### config.mk
export PLATFORM = sky130hd
export DESIGN_NAME = cache_read_serializer
export DESIGN_NICKNAME = d
export VERILOG_FILES = /design/src/rtl/cache_read_serializer.sv
export SDC_FILE = /design/constraint.sdc
export NUM_CORES = 1
export LEC_CHECK = 0
export ABC_AREA = 0
export CAP_MARGIN = 20
export CORE_MARGIN = 1
export CORE_UTILIZATION = 45
export DETAILED_ROUTE_END_ITERATION = 10
export PLACE_DENSITY = 0.85
export SLEW_MARGIN = 20
export SYNTH_ARGS = -nofsm -noshare
export SYNTH_HDL_FRONTEND = slang
export SYNTH_SLANG_ARGS = --single-unit
### constraint.sdc
create_clock -name clk -period 5.8 [get_ports clk]
set_clock_uncertainty 0.2 [all_clocks]
set_input_delay 0.87 -clock clk [delete_from_list [all_inputs] [get_ports clk]]
set_output_delay 0.87 -clock clk [all_outputs]
set_load 0.01 [all_outputs]
### src/rtl/cache_read_serializer.sv
// Serializes IWIDTH cache read words into OWIDTH sub-beats, low sub-word first, with a registered done pulse.
// Optional macro CACHE_READ_SERIALIZER_PARTIAL_EN adds IN_words to emit only the first IN_words sub-beats.
module cache_read_serializer #(
  parameter int IWIDTH = 128,
  parameter int OWIDTH = 32,
  parameter int ID_LEN = 2,
  localparam int WNUM  = IWIDTH / OWIDTH,
  localparam int CW    = $clog2(WNUM) + 1
) (
  input  logic              clk,
  input  logic              rst,
  input  logic              IN_valid,
  output logic              OUT_ready,
  input  logic [ID_LEN-1:0] IN_id,
  input  logic [IWIDTH-1:0] IN_data,
  input  logic              IN_last,
`ifdef CACHE_READ_SERIALIZER_PARTIAL_EN
  input  logic [CW-1:0]     IN_words,
`endif
  input  logic              IN_ready,
  output logic              OUT_valid,
  output logic [ID_LEN-1:0] OUT_id,
  output logic [OWIDTH-1:0] OUT_data,
  output logic              OUT_last,
  output logic              OUT_doneValid,
  output logic [ID_LEN-1:0] OUT_doneId
);

  localparam logic [CW-1:0] ONE      = CW'(1);
  localparam logic [CW-1:0] MAXWORDS = CW'(WNUM);

  logic              hold_valid_q, hold_valid_d;
  logic [IWIDTH-1:0] hold_data_q,  hold_data_d;
  logic [ID_LEN-1:0] hold_id_q,    hold_id_d;
  logic              hold_last_q,  hold_last_d;
  logic [CW-1:0]     hold_words_q, hold_words_d;
  logic [CW-1:0]     sub_idx_q,    sub_idx_d;
  logic              done_valid_q, done_valid_d;
  logic [ID_LEN-1:0] done_id_q,    done_id_d;

  logic              fire;
  logic              final_sub;
  logic              accept;
  logic              out_ready;
  logic              out_last;
  logic [CW-1:0]     words_in;
  logic [OWIDTH-1:0] out_data;

`ifdef CACHE_READ_SERIALIZER_PARTIAL_EN
  assign words_in = IN_words;
`else
  assign words_in = MAXWORDS;
`endif

  always_comb begin
    out_data = '0;
    for (int i = 0; i < WNUM; i++) begin
      if (sub_idx_q == CW'(i)) out_data = hold_data_q[i*OWIDTH +: OWIDTH];
    end
  end

  // The ready path is combinational through IN_ready so a new word can
  // replace the held one on the same edge its final sub-beat leaves.
  always_comb begin
    final_sub = (sub_idx_q == (hold_words_q - ONE));
    fire      = hold_valid_q && IN_ready;
    out_last  = hold_last_q && final_sub;
    out_ready = !hold_valid_q || (fire && final_sub);
    accept    = IN_valid && out_ready;
  end

  always_comb begin
    hold_valid_d = hold_valid_q;
    hold_data_d  = hold_data_q;
    hold_id_d    = hold_id_q;
    hold_last_d  = hold_last_q;
    hold_words_d = hold_words_q;
    sub_idx_d    = sub_idx_q;
    done_valid_d = fire && out_last;
    done_id_d    = hold_id_q;
    if (accept) begin
      hold_valid_d = 1'b1;
      hold_data_d  = IN_data;
      hold_id_d    = IN_id;
      hold_last_d  = IN_last;
      hold_words_d = words_in;
      sub_idx_d    = '0;
    end else if (fire) begin
      if (final_sub) hold_valid_d = 1'b0;
      else           sub_idx_d    = sub_idx_q + ONE;
    end
  end

  // Control registers: reset brings the block back to empty.
  always_ff @(posedge clk) begin
    if (rst) begin
      hold_valid_q <= 1'b0;
      hold_words_q <= MAXWORDS;
      sub_idx_q    <= '0;
      done_valid_q <= 1'b0;
    end else begin
      hold_valid_q <= hold_valid_d;
      hold_words_q <= hold_words_d;
      sub_idx_q    <= sub_idx_d;
      done_valid_q <= done_valid_d;
    end
  end

  // Payload registers: only meaningful while qualified by a valid.
  always_ff @(posedge clk) begin
    hold_data_q <= hold_data_d;
    hold_id_q   <= hold_id_d;
    hold_last_q <= hold_last_d;
    done_id_q   <= done_id_d;
  end

  assign OUT_ready     = out_ready;
  assign OUT_valid     = hold_valid_q;
  assign OUT_data      = out_data;
  assign OUT_id        = hold_id_q;
  assign OUT_last      = out_last;
  assign OUT_doneValid = done_valid_q;
  assign OUT_doneId    = done_id_q;

`ifndef SYNTHESIS
  always_ff @(posedge clk) begin
    if (!rst) begin
      assert (IWIDTH % OWIDTH == 0)
        else $error("IWIDTH must be a multiple of OWIDTH");
      if (accept) begin
        assert (words_in >= ONE && words_in <= MAXWORDS)
          else $error("sub-word count out of range on load");
      end
`ifdef CACHE_READ_SERIALIZER_PARTIAL_EN
      if (IN_valid) begin
        assert (IN_words != '0) else $error("IN_words of zero is illegal");
      end
`endif
      assert (!(fire && !hold_valid_q)) else $error("fire without a held word");
    end
  end
`endif

endmodule

======== Word level (Yosys, flattened, before mapping) ========
Cells that the tools add are included.
storage, ports and cells
  input bits .............................. 135
  word-level logic and storage cells ...... 32
  register bits ........................... 138
operators by class
  bitwise operators ....................... 1
  reductions and logical operators ........ 13
  equality and inequality tests ........... 3
  $add $sub $neg .......................... 1
  multiplexer cells ....................... 7
operator list
  operator                                                               number
  32-bit two-way mux                                                     4
  3-bit by 2-bit equality test with 1-bit output, second input constant  2
  1-bit logical AND                                                      5
  2-bit AND reduction                                                    2
  2-bit nonzero test                                                     2
  3-bit by 1-bit adder with 3-bit output, second input constant          1
  3-bit by 1-bit equality test with 1-bit output, second input constant  1
  3-bit zero test                                                        1
  1-bit two-way mux                                                      3
  2-bit OR reduction                                                     1
  1-bit zero test                                                        1
  1-bit logical OR                                                       1
  1-bit inverter                                                         1

======== Longest topological paths before layout ========
  depth in word-level cells ............... 6
  mapped depth ............................ 7
  depth with buffers taken out ............ 5

======== Least setup slack after synthesis ========
Ideal clock, no wire load.
  path type ............................... in2reg
  start ................................... input port IN_ready
  end ..................................... register hold_id_q[0] (netlist: OUT_id[0]), enable pin
  stages on the path ...................... 2
  data required time ...................... 5.094 ns
  path slack .............................. 1.015 ns
  setup time .............................. 0.506 ns
  arrival ................................. 4.079 ns
  path buffers ............................ 0
  cell sequence ........................... a21bo_2 and2_1
on the way
  longest elaborated chain between the ends .. 4
ends and longest elaborated chain
  item                  RTL line  RTL
  from (decl)           20        input logic IN_ready,
  1-bit logical AND     66        fire = hold_valid_q && IN_ready;
  1-bit logical AND     68        out_ready = !hold_valid_q || (fire && final_sub);
  1-bit logical OR      68
  1-bit logical AND     69        accept = IN_valid && out_ready;
  via accept            43        logic accept;
  to (signal assigned)  112       hold_id_q <= hold_id_d;
  to (decl)             34        logic [ID_LEN-1:0] hold_id_q, hold_id_d;
The timed path passes the listed nets, and every way through them passes these cells.
A chain may end at the register's enable or synchronous reset.

======== Final worst setup path ========
  start ................................... register sub_idx_q[0]
  end ..................................... output port OUT_data[0]
on the way
  longest elaborated chain between the ends .. 5
  elaborated cells between the ends (all ways) .. 8
ends and longest elaborated chain
  item                             RTL line  RTL
  from (decl)                      37        logic [CW-1:0] sub_idx_q, sub_idx_d;
  from (signal assigned)           104       sub_idx_q <= sub_idx_d;
  3-bit zero test                  58        if (sub_idx_q == CW'(i)) out_data = hold_data_q[i*OWIDTH +: OWIDTH];
  32-bit two-way mux (3 in a row)  58
  32-bit two-way mux (*)           58
  to (decl)                        23        output logic [OWIDTH-1:0] OUT_data,
Mark *: on every way between the ends. The rest lies on a longest branch, timed or not.

==> results.py <==
metrics = {
    "status": {
        "status": "finished, final reports clean",
    },
    "setup_path": {
        "worstPathArrival_ns": 3.05,
        "start_kind": "register",
        "critPathMaxStageDelay_ns": 0.79,
        "crit_required_ns": 4.73,
        "worstSetupEndpointType": "primary output",
        "path_cells": "ha_1, ha_2, nor2_4, a32o_1, clkdlybuf4s50_1",
        "cp_slowest_cell": "nor2_4",
        "reg2reg_slack_ns": 2.48,
        "critical_path_peak_fanout": 36,
        "worstSetupPathType": "register to primary output",
    },
    "floorplanning": {
        "die_y_um": 113,
        "die_w_um": 113,
        "die_area_um2": 12800,
        "rows": 40,
        "boundaryPins": 175,
        "fp.coreArea_um2": 12000,
        "start_util_pct": 46.1,
    },
    "timing": {
        "drv_slew": 0,
        "rsz0062_at_grt": "false",
        "setup_viol": 0,
        "fin_crit_ns": 4.12,
        "holdWs_ns": 0.176,
        "max_freq_mhz": 242,
        "final.setup.tns_ns": 0,
        "fin_ws_ns": 1.68,
        "worstMarginPinSlew_ns": 0.938,
        "post-route-period-util_pct": 71.1,
        "hold_viol_final": 0,
        "slew_headroom_pct": 37.4,
    },
    "layout": {
        "multi_input_area_um2": 1280,
        "area_growth_pct": 42.1,
        "final_layout_size_suffix_gt1_share_pct": 12.0,
        "register_area_um2": 4070,
        "nFillCells": 868,
        "final_nets": 659,
        "antenna_cells": 0,
        "design_area_um2": 7870,
    },
    "synthesis": {
        "yosysWarningCount": 0,
        "synth-main-ff-cell": "edfxtp_1",
        "synth_nets": 486,
        "synth_edf_count": 131,
        "synth_cell_types": 27,
        "ys_top_cells_by_count": "131 x edfxtp_1, 32 x a32o_1, 32 x nand2_1, 32 x nand2b_1, 32 x o21ai_1",
        "ys_ff_latch": 138,
        "synth_area_leaders": "edfxtp_1 71%, a32o_1 5.8%, a21oi_2 4.6%",
        "synth.largest_area_cell": "edfxtp_1",
        "async_flop_share_pct": 0,
        "syn_area_per_cell_um2": 16.0,
        "yosysSeqAreaShare_pct": 73.6,
        "synth_cells": 346,
        "synth_top_area_share_pct": 71.0,
        "yosysMostFrequentCell": "edfxtp_1",
        "synthesis.area_um2": 5540,
    },
    "drt": {
        "drt_iter0_drc": 260,
        "drc_errors": 0,
        "totalWireLength_um": 12300,
        "dr.pass1.iters": 4,
        "wl_per_cell_um": 18.1,
        "routed_via_density": 5.17,
        "drt.antenna.violating_nets": 0,
        "num_vias": 3512,
    },
    "place": {
        "numPortBuffers": 174,
        "pre_cts_slack_ns": 2.01,
        "place_hpwl_um": 8040,
        "gp_congestion": 0.757,
        "place_area_um2": 7310,
    },
    "clock_tree": {
        "cts.path.max_buffers": 2,
        "cts_made_buffers": 17,
        "cts_hold_buf": 0,
        "htree_levels": 4,
        "cts_tree": "yes",
        "path_clk_slew_ns": 0.05,
        "post_cts_buffers": 0,
        "clk_latency_ns": 0.40,
        "cts_resized": 0,
        "ctsRootBufferMaster": "clkbuf_16",
        "clock-sinks": 138,
    },
    "global_routing": {
        "grt_pass1_wl_um": 18900,
        "use_met1_pct": 22.4,
        "track_usage_pct": 19.9,
        "grt_util_met2_pct": 36.1,
        "grt_pass1_vias": 3723,
        "grt_max_degree": 65,
        "grt_most_used_layer": "met2",
        "grt_antenna_before_repair": 0,
        "grt_use_met3_pct": 6.59,
        "grt-ovfl-total": 0,
    },
    "power_and_ir_drop": {
        "p_per_area_nw_per_um2": 310,
        "leakage_nw": 2.68,
        "power_mw": 2.44,
        "irDropWorstVdd_mv": 0.200,
    },
    "worst_hold_path": {
        "hold_class": "register to register",
    },
    "flow_run": {
        "maxCapViolations": 0,
    },
}
cells by family after synthesis:
family	after synthesis	share of synthesized area (%)
AO/OA/AOI/OAI	99	13.9
XOR/XNOR	1	0.158
adder cells (fa/ha/maj)	5	1.13
buffers and inverters	28	3.95
flip-flops	138	73.6
multiplexers	2	0.362
AND/OR/NAND/NOR	73	6.89
per-layer routing:
layer | share of wire (%) | wire length [µm]
met3 | 5.8 | 710
met5 | 0 | 0
met2 | 54 | 6610
met1 | 39 | 4860
met4 | 1.0 | 123
placed cells by master, fill, tap and decap left out, drive strengths merged, types with 4 or more instances in the layout:
master           n
ha               5
inv              4
o21ai           32
a21oi           33
nand2b          32
nor2             4
edfxtp         131
nand2           32
clkdlybuf4s50  174
clkinv           6
a32o            32
clkbuf          22
dfxtp            7
buf              4
worst paths after layout:
kind,end,from,cells past startpoint
worst min register to register,OUT_doneId[1]$_DFF_P_,OUT_id[1]$_DFFE_PP_,0
worst max-delay path,OUT_data[0],sub_idx_q[0]$_SDFFE_PP0P_,5
worst max register to register,hold_data_q[49]$_DFFE_PP_,sub_idx_q[1]$_SDFFE_PP0P_,5
worst min-delay path,OUT_doneId[1]$_DFF_P_,OUT_id[1]$_DFFE_PP_,0
cell type report:
| type | instances | share of cell area [%] |
|---|---|---|
| clock buffers | 22 | 5.64 |
| multi-input cells | 180 | 16.3 |
| inverters | 4 | 0.191 |
| well taps | 147 | 2.34 |
| flip-flops and latches | 138 | 51.8 |
| clock inverters | 10 | 1.29 |
| repair buffers | 178 | 22.5 |
stage by stage:
stage | util (%) | cells
finish | 65.5 | 679
global route | 65.5 | 679
CTS | 65.4 | 679
detailed placement | 60.9 | 647
global placement | 60.9 | 647
floorplan | - | 346
power breakdown:
group	switching, mW	leakage, nW	internal (mW)
clock network	0.374	0.260	0.625
logic	0.0998	1.12	0.165
registers	0.0167	1.31	1.16
total	0.490	2.68	1.95
critical path: cells and delay by family (launching register included):
kind	cells	cell delay, ns
compound gates	1	0.27
buf+inv	1	0.58
fa+ha+maj	2	0.64
flops	1	0.35
simple gates	1	0.79
sequential cells by signal, indices dropped and copies added (netlist names):
name	count
hold_data_q	128
sub_idx_q	3
OUT_doneId	2
OUT_id	2
OUT_doneValid	1
OUT_valid	1
hold_last_q	1
No activity file was read; power rests on OpenSTA's default activity.
